`src/rtl/mem_stage_pkg.sv`:
```
// Shared definitions for the MEM pipeline stage: widths, memory aluop codes
// and the bus-access FSM state encoding.
package mem_stage_pkg;

  localparam int RegBus     = 32;
  localparam int RegAddrBus = 5;
  localparam int WriteBus   = 4;

  localparam logic [RegBus-1:0] ZeroWord = '0;

  localparam logic [7:0] EXE_LB_OP  = 8'hE0;
  localparam logic [7:0] EXE_LH_OP  = 8'hE1;
  localparam logic [7:0] EXE_LW_OP  = 8'hE3;
  localparam logic [7:0] EXE_LBU_OP = 8'hE4;
  localparam logic [7:0] EXE_LHU_OP = 8'hE5;
  localparam logic [7:0] EXE_SB_OP  = 8'hE8;
  localparam logic [7:0] EXE_SH_OP  = 8'hE9;
  localparam logic [7:0] EXE_SW_OP  = 8'hEB;

  typedef enum logic {
    ST_IDLE = 1'b0,
    ST_WAIT = 1'b1
  } mem_state_e;

endpackage

```
`src/rtl/mem_align.sv`:
```
// Combinational data path for the MEM stage: decode of memory ops, alignment
// check, byte enables, store replication and load extract/extend.
module mem_align
  import mem_stage_pkg::*;
#(
  parameter int DW = 32
) (
  input  logic [7:0]    i_aluop,
  input  logic [DW-1:0] i_addr,
  input  logic [DW-1:0] i_reg2,
  input  logic [DW-1:0] i_rdata,
  output logic          o_is_load,
  output logic          o_is_store,
  output logic          o_misaligned,
  output logic [3:0]    o_be,
  output logic [DW-1:0] o_wdata,
  output logic [DW-1:0] o_load_data
);

  logic [1:0]    w_ofs;
  logic [DW-1:0] w_byte_shift;
  logic [DW-1:0] w_half_shift;

  assign w_ofs        = i_addr[1:0];
  // Lane of interest moved down to bit 0 before extension
  assign w_byte_shift = i_rdata >> {w_ofs, 3'b000};
  assign w_half_shift = i_rdata >> {w_ofs[1], 4'b0000};

  always_comb begin
    o_is_load    = 1'b0;
    o_is_store   = 1'b0;
    o_misaligned = 1'b0;
    o_be         = 4'b0000;
    o_wdata      = ZeroWord;
    o_load_data  = ZeroWord;
    unique case (i_aluop)
      EXE_LB_OP, EXE_LBU_OP: begin
        o_is_load   = 1'b1;
        o_be        = 4'b0001 << w_ofs;
        o_load_data = (i_aluop == EXE_LB_OP)
                    ? {{(DW-8){w_byte_shift[7]}}, w_byte_shift[7:0]}
                    : {{(DW-8){1'b0}}, w_byte_shift[7:0]};
      end
      EXE_LH_OP, EXE_LHU_OP: begin
        o_is_load    = 1'b1;
        o_misaligned = w_ofs[0];
        o_be         = w_ofs[1] ? 4'b1100 : 4'b0011;
        o_load_data  = (i_aluop == EXE_LH_OP)
                     ? {{(DW-16){w_half_shift[15]}}, w_half_shift[15:0]}
                     : {{(DW-16){1'b0}}, w_half_shift[15:0]};
      end
      EXE_LW_OP: begin
        o_is_load    = 1'b1;
        o_misaligned = (w_ofs != 2'b00);
        o_be         = 4'b1111;
        o_load_data  = i_rdata;
      end
      EXE_SB_OP: begin
        o_is_store = 1'b1;
        o_be       = 4'b0001 << w_ofs;
        o_wdata    = {(DW/8){i_reg2[7:0]}};
      end
      EXE_SH_OP: begin
        o_is_store   = 1'b1;
        o_misaligned = w_ofs[0];
        o_be         = w_ofs[1] ? 4'b1100 : 4'b0011;
        o_wdata      = {(DW/16){i_reg2[15:0]}};
      end
      EXE_SW_OP: begin
        o_is_store   = 1'b1;
        o_misaligned = (w_ofs != 2'b00);
        o_be         = 4'b1111;
        o_wdata      = i_reg2;
      end
      default: ;
    endcase
  end

endmodule

```
`src/rtl/mem_stage.sv`:
```
// MEM pipeline stage: issues loads/stores on a req/ack bus, stalls the
// pipeline while an access is outstanding and forms the MEM/WB fields.
//
//   state   | meaning
//   IDLE    | evaluating the op from EX/MEM; zero-wait ack completes here
//   WAIT    | request outstanding, pipeline frozen, timeout counter running
module mem_stage
  import mem_stage_pkg::*;
#(
  parameter int DW      = 32,
  parameter int TIMEOUT = 255
) (
  input  logic                  clk,
  input  logic                  rst,
  input  logic [RegAddrBus-1:0] mem_wd,
  input  logic [WriteBus-1:0]   mem_wreg,
  input  logic [DW-1:0]         mem_wdata,
  input  logic [7:0]            mem_aluop,
  input  logic [DW-1:0]         mem_mem_addr,
  input  logic [DW-1:0]         mem_reg2,
  input  logic [DW-1:0]         mem_pc,
  output logic                  dbus_req,
  output logic                  dbus_we,
  output logic [DW-1:0]         dbus_addr,
  output logic [3:0]            dbus_be,
  output logic [DW-1:0]         dbus_wdata,
  input  logic [DW-1:0]         dbus_rdata,
  input  logic                  dbus_ack,
  output logic                  stall_req,
  output logic [RegAddrBus-1:0] wb_wd,
  output logic [WriteBus-1:0]   wb_wreg,
  output logic [DW-1:0]         wb_wdata,
  output logic                  addr_err,
  output logic [DW-1:0]         err_badvaddr,
  output logic [DW-1:0]         err_pc
);

  localparam logic [7:0] CNT_LAST = 8'(TIMEOUT - 1);

  mem_state_e r_state, w_state_nxt;
  logic [7:0] r_cnt, w_cnt_nxt;

  logic          w_is_load;
  logic          w_is_store;
  logic          w_misaligned;
  logic [3:0]    w_be;
  logic [DW-1:0] w_st_data;
  logic [DW-1:0] w_ld_data;

  mem_align #(.DW(DW)) u_align (
    .i_aluop      (mem_aluop),
    .i_addr       (mem_mem_addr),
    .i_reg2       (mem_reg2),
    .i_rdata      (dbus_rdata),
    .o_is_load    (w_is_load),
    .o_is_store   (w_is_store),
    .o_misaligned (w_misaligned),
    .o_be         (w_be),
    .o_wdata      (w_st_data),
    .o_load_data  (w_ld_data)
  );

  always_ff @(posedge clk or negedge rst) begin
    if (!rst) begin
      r_state <= ST_IDLE;
      r_cnt   <= 8'd0;
    end else begin
      r_state <= w_state_nxt;
      r_cnt   <= w_cnt_nxt;
    end
  end

  always_comb begin
    w_state_nxt  = r_state;
    w_cnt_nxt    = r_cnt;
    dbus_req     = 1'b0;
    stall_req    = 1'b0;
    addr_err     = 1'b0;
    wb_wd        = mem_wd;
    wb_wreg      = mem_wreg;
    wb_wdata     = mem_wdata;

    if (!rst) begin
      // Outputs go quiet as soon as reset asserts, not at the next edge
      wb_wd       = '0;
      wb_wreg     = '0;
      wb_wdata    = ZeroWord;
      w_state_nxt = ST_IDLE;
      w_cnt_nxt   = 8'd0;
    end else if (w_is_load || w_is_store) begin
      if (w_is_load) wb_wdata = w_ld_data;
      wb_wreg = w_is_load ? 4'b1111 : 4'b0000;
      if (w_misaligned) begin
        wb_wreg     = 4'b0000;
        addr_err    = 1'b1;
        w_state_nxt = ST_IDLE;
      end else begin
        dbus_req = 1'b1;
        if (dbus_ack) begin
          w_state_nxt = ST_IDLE;
        end else begin
          wb_wreg = 4'b0000;
          if (r_state == ST_IDLE) begin
            stall_req   = 1'b1;
            w_state_nxt = ST_WAIT;
            w_cnt_nxt   = 8'd0;
          end else if (r_cnt == CNT_LAST) begin
            dbus_req    = 1'b0;
            addr_err    = 1'b1;
            w_state_nxt = ST_IDLE;
            w_cnt_nxt   = 8'd0;
          end else begin
            stall_req = 1'b1;
            w_cnt_nxt = r_cnt + 8'd1;
          end
        end
      end
    end else begin
      w_state_nxt = ST_IDLE;
    end
  end

  // Bus qualifiers only meaningful while a request is driven
  assign dbus_we      = dbus_req & w_is_store;
  assign dbus_be      = dbus_req ? w_be : 4'b0000;
  assign dbus_addr    = rst ? {mem_mem_addr[DW-1:2], 2'b00} : ZeroWord;
  assign dbus_wdata   = rst ? w_st_data : ZeroWord;
  assign err_badvaddr = addr_err ? mem_mem_addr : ZeroWord;
  assign err_pc       = addr_err ? mem_pc : ZeroWord;

endmodule

```
`config.mk`:
```
export PLATFORM = sky130hd
export DESIGN_NAME = mem_stage
export DESIGN_NICKNAME = d
export VERILOG_FILES = /design/src/rtl/mem_stage_pkg.sv /design/src/rtl/mem_align.sv /design/src/rtl/mem_stage.sv
export SDC_FILE = /design/constraint.sdc
export NUM_CORES = 1
export LEC_CHECK = 0
export CAP_MARGIN = 10
export CORE_AREA = 2 2 138 140
export DETAILED_ROUTE_END_ITERATION = 8
export DIE_AREA = 0 0 140 142
export MAX_ROUTING_LAYER = met4
export PLACE_DENSITY = 0.67
export SYNTH_ARGS = -nofsm -noshare
export SYNTH_HDL_FRONTEND = slang
export SYNTH_HIERARCHICAL = 1
export SYNTH_SLANG_ARGS = --single-unit
```
`constraint.sdc`:
```
create_clock -name clk -period 4 [get_ports clk]
set_input_delay 1.2 -clock clk [delete_from_list [all_inputs] [get_ports clk]]
set_output_delay 1.2 -clock clk [all_outputs]
set_load 0.02 [all_outputs]
```
==> results of run 1 <==
-- worst max-delay path by stage --
stage | startpoint | end | depth (start not counted)
floorplan | mem_aluop[4] | dbus_be[0] | 7
global placement | mem_aluop[4] | wb_wdata[15] | 9
detailed placement | mem_aluop[4] | dbus_be[0] | 9
CTS | mem_mem_addr[1] | wb_wdata[21] | 11
global route | mem_aluop[4] | err_badvaddr[0] | 10
finish | mem_aluop[4] | err_badvaddr[0] | 10
-- stage by stage --
stage               area (um2)  total power (W)  worst slack, ns
floorplan                 3420         0.000256          -0.0480
global placement          7590         0.000577            -1.00
detailed placement        7590         0.000579            -1.03
CTS                       8640         0.000771           -0.268
global route              8900         0.000824           -0.319
finish                    8900         0.000781           -0.218
-- power by group through the flow --
stage | Sequential, W | Clock (W) | Combinational, W
6_report | 0.0000917 | 0.000179 | 0.000510
5_1_grt | 0.0000916 | 0.000191 | 0.000541
4_1_cts | 0.0000917 | 0.000184 | 0.000496
3_5_place_dp | 0.0000929 | 0 | 0.000486
3_3_place_gp | 0.0000929 | 0 | 0.000484
2_1_floorplan | 0.0000929 | 0 | 0.000163
-- cell families (layout without fill, tap and decap cells) --
group / after synthesis / in the layout / share of synthesized area [%]
AOI/OAI and AO/OA: 91 / 91 / 22.8
adders and majority gates: 2 / 2 / 0.742
buffers and inverters: 45 / 493 / 8.16
DFF: 9 / 9 / 6.68
muxes: 57 / 57 / 17.7
other: 1 / 6 / 0.111
and+or+nand+nor: 244 / 244 / 43.8
-- worst register-to-register path, stage by stage, from the launching register on --
cell and delay [ns]:
dfrtp_1 0.41, inv_1 0.08, ha_1 0.20, nand3_1 0.19, o211ai_2 0.20, or4_1 0.52
o221ai_1 0.17
-- cell usage in the layout (no fill, tap or decap), drive strengths merged, types with 2 or more instances in the layout --
cell	instances
a21o	17
a21oi	11
a221o	14
a22o	20
and2	144
and3	2
buf	269
clkbuf	17
clkdlybuf4s50	198
conb	2
dfrtp	9
diode	4
ha	2
inv	6
mux2	9
mux2i	47
nand2	10
nand2b	3
nand3	5
nand4b	2
nor2	22
nor2b	39
nor3	7
nor4	2
o21ai	6
o2bb2ai	8
o31ai	2
or2b	2
-- state kept, by name, indices dropped and copies added, names as in the netlist --
signal   cells
r_cnt        8
r_state      1
-- repair_timing --
item,in CTS,in global routing
resized for setup,772,190
cloned,13,1
hold buffers,0,0
setup endpoints to repair,140,140
buffers inserted,38,17
pin swaps,32,22
-- per-layer routing --
metal	global-route usage, %	part of all wire [%]	routed length [um]	up-vias
li1	-	-	-	2483
met1	21.9	38	7940	2344
met2	37.9	54	11200	261
met3	2.89	5.9	1240	24
met4	7.07	2.6	536	0
met5	-	0	0	-
-- area by class of cell --
cell class | count | area, um2
Inverter | 6 | 22.5
Clock buffer | 4 | 78.8
Sequential cell | 9 | 225
Fill cell | 1784 | 9560
Multi-Input combinational cell | 396 | 3320
Antenna cell | 4 | 10.0
Timing Repair Buffer | 483 | 4950
Tap cell | 234 | 293
==> flow_summary.ini, run 1 <==
[pwr]
power.internal_w = 0.000527
powerDensity_nw_per_um2 = 87.7
clkPwrFrac_pct = 22.9
p_seq_share_pct = 11.7
power_frac_comb_pct = 65.3
p_switching_w = 0.000254
p_leak_nw = 4.04
peakVddDrop_mv = 0.0939
p_sw_share_pct = 32.5

[timing]
slew_violations = 0
rsz0062_at_grt = yes
fin_ws_ns = -0.218
hold_viol_final = 0
fin_crit_sh_pct = 105
relSlewSlack_pct = 59.8
worstMarginPinSlew_ns = 0.598
fin_crit_ns = 4.22
finalSetupViolations = 100
fmax_mhz = 237
finalClockSkew_ns = 0.00125
tns_ns = -11.51
hold_ws_ns = 0.523

[layout]
final_cells = 1136
nets = 1081
finish.utilization_pct = 48.2
area_growth_pct = 164
layout-drive-gt1-share_pct = 46.4

[cts]
cts_tree = built
cts_root_buffer = clkbuf_16
cts.sinks = 9
clk_latency_ns = 0.24
clk_pin_slew_ns = 0.04
cts_buffers = 3
htree_num_levels = 1
clockBufferDepth = 2

[hold_path]
hp-start = r_cnt[7]
min_path_cells = 1
hp-class = reg2reg
min_to = r_cnt[7]

[yosys]
synth_edf_count = 0
netlist_top_cells_count = 144 x and2_1, 47 x mux2i_1, 39 x nor2b_1, 21 x nor2_1, 20 x a22o_1
synth_most_common_cell = and2_1
ys_top_cells_by_area = and2_1 27%, mux2i_1 14%, nor2b_1 7.2%
synth_top_area_share_pct = 26.7
ys_ff_latch = 9
synth_warnings = 6
async_flop_share_pct = 100
avgSynthCellArea_um2 = 7.51
netlist_instances = 449
netlist_area_um2 = 3370
ys_seq_area_share_pct = 6.68
synthFlopType = dfrtp_1
ys_types = 56
synth_top_cell_by_area = and2_1

[critical_path]
worstPathCellList = buf_6 -> nand4b_1 -> buf_4 -> a211oi_4 -> buf_4 -> o221a_4 -> buf_12 -> bufbuf_16 -> and2_1 -> buf_6
worstSetupPathType = in2out
cp-end-kind = primary output
required_ns = 2.80
cp_data_arrival_time_ns = 3.02
cp_slowest_stage_delay_ns = 0.31
r2r_end = r_cnt[6]
critical_path_buf_inv_count = 6
crit_path_top_delay_cell = o221a_4
cp_max_fo = 6
cp_top_family = buffers and inverters
worstRegToRegCells = 6
r2r_slack_ns = 2.14
r2r-start = r_cnt[0]
worst_setup_path_start_kind = primary input

[floorplanning]
dieArea_um2 = 19900
ioPinCount = 357
start_util_pct = 18.3
die_y_um = 142
rows = 50
core_area_um2 = 18500
die-width_um = 140

[global_route]
antenna_found_initial = 4
grt_pass1_vias = 5179
grt.total_usage_pct = 20.2
grt_max_degree = 60
grt_pass1_wl_um = 30300
grt-ovfl-total = 0

[route]
avgRoutedWirePerCell_um = 18.4
ant_nets = 0
drtIter0Drc = 198
viasPerCell = 4.50
num_vias = 5112
wl_um = 20900
drc = 25
firstDrtPassIters = 9

[placed_design]
gp_congestion = 0.840
portBuffers = 354
dp.cells = 1066
post-dp-hpwl_um = 15800

[outcome]
violations = design-rule violations, negative setup slack
outcome = finished, violations left

[job]
drv_cap = 0
No activity file was read; power rests on OpenSTA's default activity.
==> inputs of run 2 (changes only) <==
ABC_AREA = 1   (was default)
CORE_AREA = default   (was 2 2 138 140)
CORE_ASPECT_RATIO = 0.75   (was default)
CORE_UTILIZATION = 25   (was default)
DIE_AREA = default   (was 0 0 140 142)
PLACE_DENSITY = 0.75   (was 0.67)
==> flow_summary.ini, run 2 <==
[outcome]
outcome = finished, violations left
violations = negative setup slack

[route]
drc = 0
firstDrtPassIters = 6
ant_nets = 0
avgRoutedWirePerCell_um = 14.8
wl_um = 22900
drtIter0Drc = 546
viasPerCell = 4.47
num_vias = 6902

[layout]
layout-drive-gt1-share_pct = 29.9
final_common_cell = nand2_1
area_growth_pct = 109
reg_top3 = r_cnt: 8 flops, r_state: 1 flops
fill_cells = 1752
regMostFlops = r_cnt
n_antenna_cell = 0
finish.utilization_pct = 53.8
multiInputGateArea_um2 = 3570
largest_reg_flops = 8
most-common-layout-cells = 223 x nand2_1, 201 x clkdlybuf4s50_1, 193 x inv_1
nets = 1486
final_cells = 1545
seq_area_um2 = 225

[cts]
htree_num_levels = 1
ctsHoldBuffers = 0
cts_root_buffer = clkbuf_16
cts_buffers = 3
clk_pin_slew_ns = 0.04
clockBufferDepth = 2
cts_tree = built
clk_latency_ns = 0.24
cts.sinks = 9

[floorplanning]
start_util_pct = 25.8
core_area_um2 = 17800
die_y_um = 119
ioPinCount = 357
dieArea_um2 = 18900
die-width_um = 158
rows = 42

[pwr]
p_leak_nw = 5.38
peakVddDrop_mv = 0.107
powerDensity_nw_per_um2 = 88.6

[timing]
rsz0062_at_grt = yes
hold_ws_ns = 0.515
slew_violations = 0
finalClockSkew_ns = 0.00244
fin_crit_sh_pct = 106
fin_crit_ns = 4.22
fin_ws_ns = -0.223
finalSetupViolations = 72
tns_ns = -11.28
fmax_mhz = 237
hold_viol_final = 0

[hold_path]
hp-class = reg2reg

[yosys]
synth_top_area_share_pct = 19.4
avgSynthCellArea_um2 = 5.12
synth_warnings = 6
ys_top_cells_by_area = nand2_1 19%, inv_1 16%, nor2_4 14%
synth_top_cell_by_area = nand2_1
netlist_top_cells_count = 237 x nand2_1, 200 x inv_1, 120 x nand3_1, 106 x nor2_1, 63 x o21ai_0
netlist_instances = 895
ys_types = 32
async_flop_share_pct = 100
synth_most_common_cell = nand2_1
ys_seq_area_share_pct = 4.92
ys_ff_latch = 9
synth_edf_count = 0
netlist_area_um2 = 4580
synthFlopType = dfrtp_1

[critical_path]
crit_start = mem_aluop[4]
worst_setup_path_start_kind = primary input
r2r_slack_ns = 2.52
worstRegToRegCells = 8
cp_max_fo = 8
required_ns = 2.80
r2r_end = r_cnt[2]
cp_data_arrival_time_ns = 3.02
worstSetupPathType = in2out
r2r-start = r_cnt[0]
cp-endpoint = err_badvaddr[16]
cp-end-kind = primary output

[placed_design]
dp.cells = 1506
portBuffers = 354
gp_congestion = 0.898
post-dp-hpwl_um = 17800

[job]
drv_cap = 0

[global_route]
grt_pass1_wl_um = 33900
grt.total_usage_pct = 23.3
grt_pass1_vias = 6280
grt-ovfl-total = 0
antenna_found_initial = 0
grt_max_degree = 61
run 2: worst max-delay path: stages:
cell	delay [ns]
buf_12	0.11
inv_12	0.04
nand2_4	0.04
nor2_4	0.19
buf_6	0.16
nand2_4	0.04
o211ai_1	0.08
buf_4	0.16
inv_4	0.04
nand2_4	0.06
inv_4	0.04
nor2_4	0.18
nand2_8	0.13
buf_12	0.16
buf_16	0.14
nor2_4	0.12
buf_6	0.12
run 2: area by class of cell:
class,instances,share of cell area [%]
Clock buffer,3,0.785
Clock inverter,1,0.0523
Inverter,208,8.44
Multi-Input combinational cell,626,37.4
Sequential cell,9,2.36
Tap cell,242,3.17
Timing Repair Buffer,456,47.8
run 2: metrics by stage:
step	total power (W)	cell area (um2)	worst slack, ns
after floorplan	0.000313	4630	-0.0666
after global placement	0.000643	8650	-1.05
after detailed placement	0.000648	8650	-1.14
after CTS	0.000829	9180	-0.168
after global routing	0.000897	9560	-0.281
final	0.000847	9560	-0.223
run 2: worst min path at each step:
stage	start	slack, ns	to	cells past startpoint
CTS	r_cnt[7]	0.51	r_cnt[7]	2
finish	r_cnt[7]	0.52	r_cnt[7]	2
global route	r_cnt[7]	0.58	r_cnt[7]	2
detailed placement	r_cnt[7]	0.50	r_cnt[7]	2
global placement	r_cnt[7]	0.49	r_cnt[7]	2
floorplan	r_cnt[7]	0.47	r_cnt[7]	2
run 2: power breakdown:
| group | internal (W) | switching, W | total, W |
|---|---|---|---|
| logic | 0.000292 | 0.000284 | 0.000576 |
| registers | 0.0000916 | 0.0000000988 | 0.0000917 |
| clock network | 0.000132 | 0.0000469 | 0.000179 |
| total | 0.000516 | 0.000331 | 0.000847 |
run 2: layer usage:
metal  vias up  GRT usage, %  part of all wire (%)
met3        32          2.84                   7.4
li1       3463             -                     -
met1      3116          28.8                    41
met2       291          40.9                    50
met5         -             -                     0
met4         0          3.61                   1.6
run 2: repair_timing:
item                                    CTS  global route
setup buffers                            14            15
endpoints found under the setup margin  140           109
pin swaps                                25            32
resized for setup                       706           108
gates cloned                              6             3
run 2: cell families (layout without fill, tap and decap cells):
group           Yosys count  count (layout)  synth area share [%]
fa+ha+maj                 2               2                 0.546
simple gates            555             555                  61.2
flops                     9               9                  4.92
other cells               1               2                0.0819
buf+inv                 261             668                  25.7
compound gates           67              67                  7.51
==> inputs of run 3 (changes only) <==
MAX_ROUTING_LAYER = default   (was met4)
==> flow_summary.ini, run 3 (synthesis gave the netlist of run 2 again) <==
[layout]
regMostFlops = r_cnt
most-common-layout-cells = 226 x nand2_1, 201 x clkdlybuf4s50_1, 195 x inv_1
final_cells = 1541
final_common_cell = nand2_1
layout-drive-gt1-share_pct = 28.9
fill_cells = 1748
multiInputGateArea_um2 = 3520
post-route-cell-area_um2 = 9480
reg_top3 = r_cnt: 8 flops, r_state: 1 flops
area_growth_pct = 107
nets = 1481
seq_area_um2 = 225
largest_reg_flops = 8

[placed_design]
dp.cells = 1508
dpl_cell_area_um2 = 8680
portBuffers = 354
post-dp-hpwl_um = 17900
dp_slack_ns = -1.11
gp_congestion = 0.909

[pwr]
p_leak_nw = 5.41
peakVddDrop_mv = 0.111
powerDensity_nw_per_um2 = 89.5

[floorplanning]
rows = 42
ioPinCount = 357
start_util_pct = 25.8
dieArea_um2 = 18900
die_y_um = 119
die-width_um = 158
core_area_um2 = 17800

[hold_path]
min_path_cells = 2
hp-start = r_cnt[7]
min_to = r_cnt[7]
hp-class = reg2reg

[timing]
fin_crit_ns = 4.09
rsz0062_at_grt = yes
finalSetupViolations = 64
fmax_mhz = 245
hold_viol_final = 0
finalClockSkew_ns = 0.00454
fin_ws_ns = -0.0887
slew_violations = 0
tns_ns = -3.25
fin_crit_sh_pct = 102

[critical_path]
r2r-start = r_cnt[0]
required_ns = 2.80
r2r_slack_ns = 2.51
worstRegToRegCells = 8
cp_data_arrival_time_ns = 2.89
worst_setup_path_start_kind = primary input
worstSetupPathType = in2out
r2r_end = r_cnt[2]
cp-end-kind = primary output
cp_max_fo = 7

[route]
ant_nets = 0
num_vias = 6819
drc = 0
firstDrtPassIters = 7
viasPerCell = 4.43
wl_um = 23000
drtIter0Drc = 474
avgRoutedWirePerCell_um = 14.9

[cts]
cts_tree = built
cts_root_buffer = clkbuf_16
cts_buffers = 3
ctsHoldBuffers = 0
cts.sinks = 9
clk_pin_slew_ns = 0.04
clk_latency_ns = 0.24
htree_num_levels = 1
clockBufferDepth = 2

[global_route]
grt.total_usage_pct = 23.3
grt_pass1_wl_um = 34500
grt_max_degree = 61
grt_pass1_vias = 6403
antenna_found_initial = 2
grt-ovfl-total = 0

[job]
drv_cap = 0

[outcome]
violations = negative setup slack
outcome = finished, violations left
run 3: area by class of cell:
cell class                      instances  share of cell area [%]
Sequential cell                         9                    2.38
Timing Repair Buffer                  451                    48.0
Tap cell                              242                    3.19
Clock buffer                            3                   0.792
Inverter                              208                    8.49
Antenna cell                            1                  0.0264
Multi-Input combinational cell        626                    37.1
Clock inverter                          1                  0.0528
run 3: worst max-delay path by stage:
| stage | startpoint | endpoint | slack [ns] | depth (start not counted) |
|---|---|---|---|---|
| 4_1_cts | mem_aluop[4] | err_badvaddr[22] | -0.08 | 15 |
| 3_5_place_dp | mem_aluop[4] | dbus_be[0] | -1.11 | 15 |
| 3_3_place_gp | mem_aluop[4] | dbus_be[2] | -1.03 | 15 |
| 5_1_grt | mem_aluop[4] | err_badvaddr[22] | -0.17 | 15 |
| 6_report | mem_aluop[4] | err_badvaddr[22] | -0.09 | 15 |
| 2_1_floorplan | mem_aluop[4] | err_badvaddr[10] | -0.07 | 14 |
run 3: worst max-delay path, cell delays in order:
cell,delay (ns)
buf_8,0.11
inv_12,0.04
nand2_4,0.04
nor2_4,0.14
nand2_2,0.09
o211ai_1,0.28
inv_2,0.10
nand2_4,0.09
inv_4,0.04
nor2_4,0.10
nand2_4,0.11
buf_12,0.17
buf_16,0.15
nor2_4,0.11
buf_6,0.12
run 3: report_power, final:
group	leakage [nW]	internal [W]	total [W]	switching, W
clock	0.0409	0.000132	0.000183	0.0000502
combinational	5.24	0.000291	0.000574	0.000282
sequential	0.126	0.0000915	0.0000916	0.000000103
total	5.41	0.000515	0.000848	0.000333
run 3: repair_timing:
action,CTS,global route
gates cloned,8,2
pin swaps,27,22
setup buffers,11,9
endpoints found under the hold margin,0,0
endpoints found under the setup margin,140,108
gates resized for setup,695,79
run 3: through the flow:
stage               hold slack, ns  utilization, %  power [W]
floorplan                    0.471               -   0.000313
global placement             0.495            48.8   0.000642
detailed placement           0.498            48.8   0.000649
CTS                          0.508            51.7   0.000833
global route                 0.561            53.3   0.000899
finish                       0.505            53.4   0.000848
run 3: metal layers:
metal | up-vias | part of all wire [%] | track usage [%]
met5 | - | 0.074 | 0
met4 | 2 | 1.1 | 3.61
met3 | 20 | 7.0 | 3.46
met2 | 246 | 51 | 42.1
met1 | 3089 | 41 | 29.2
li1 | 3462 | - | -
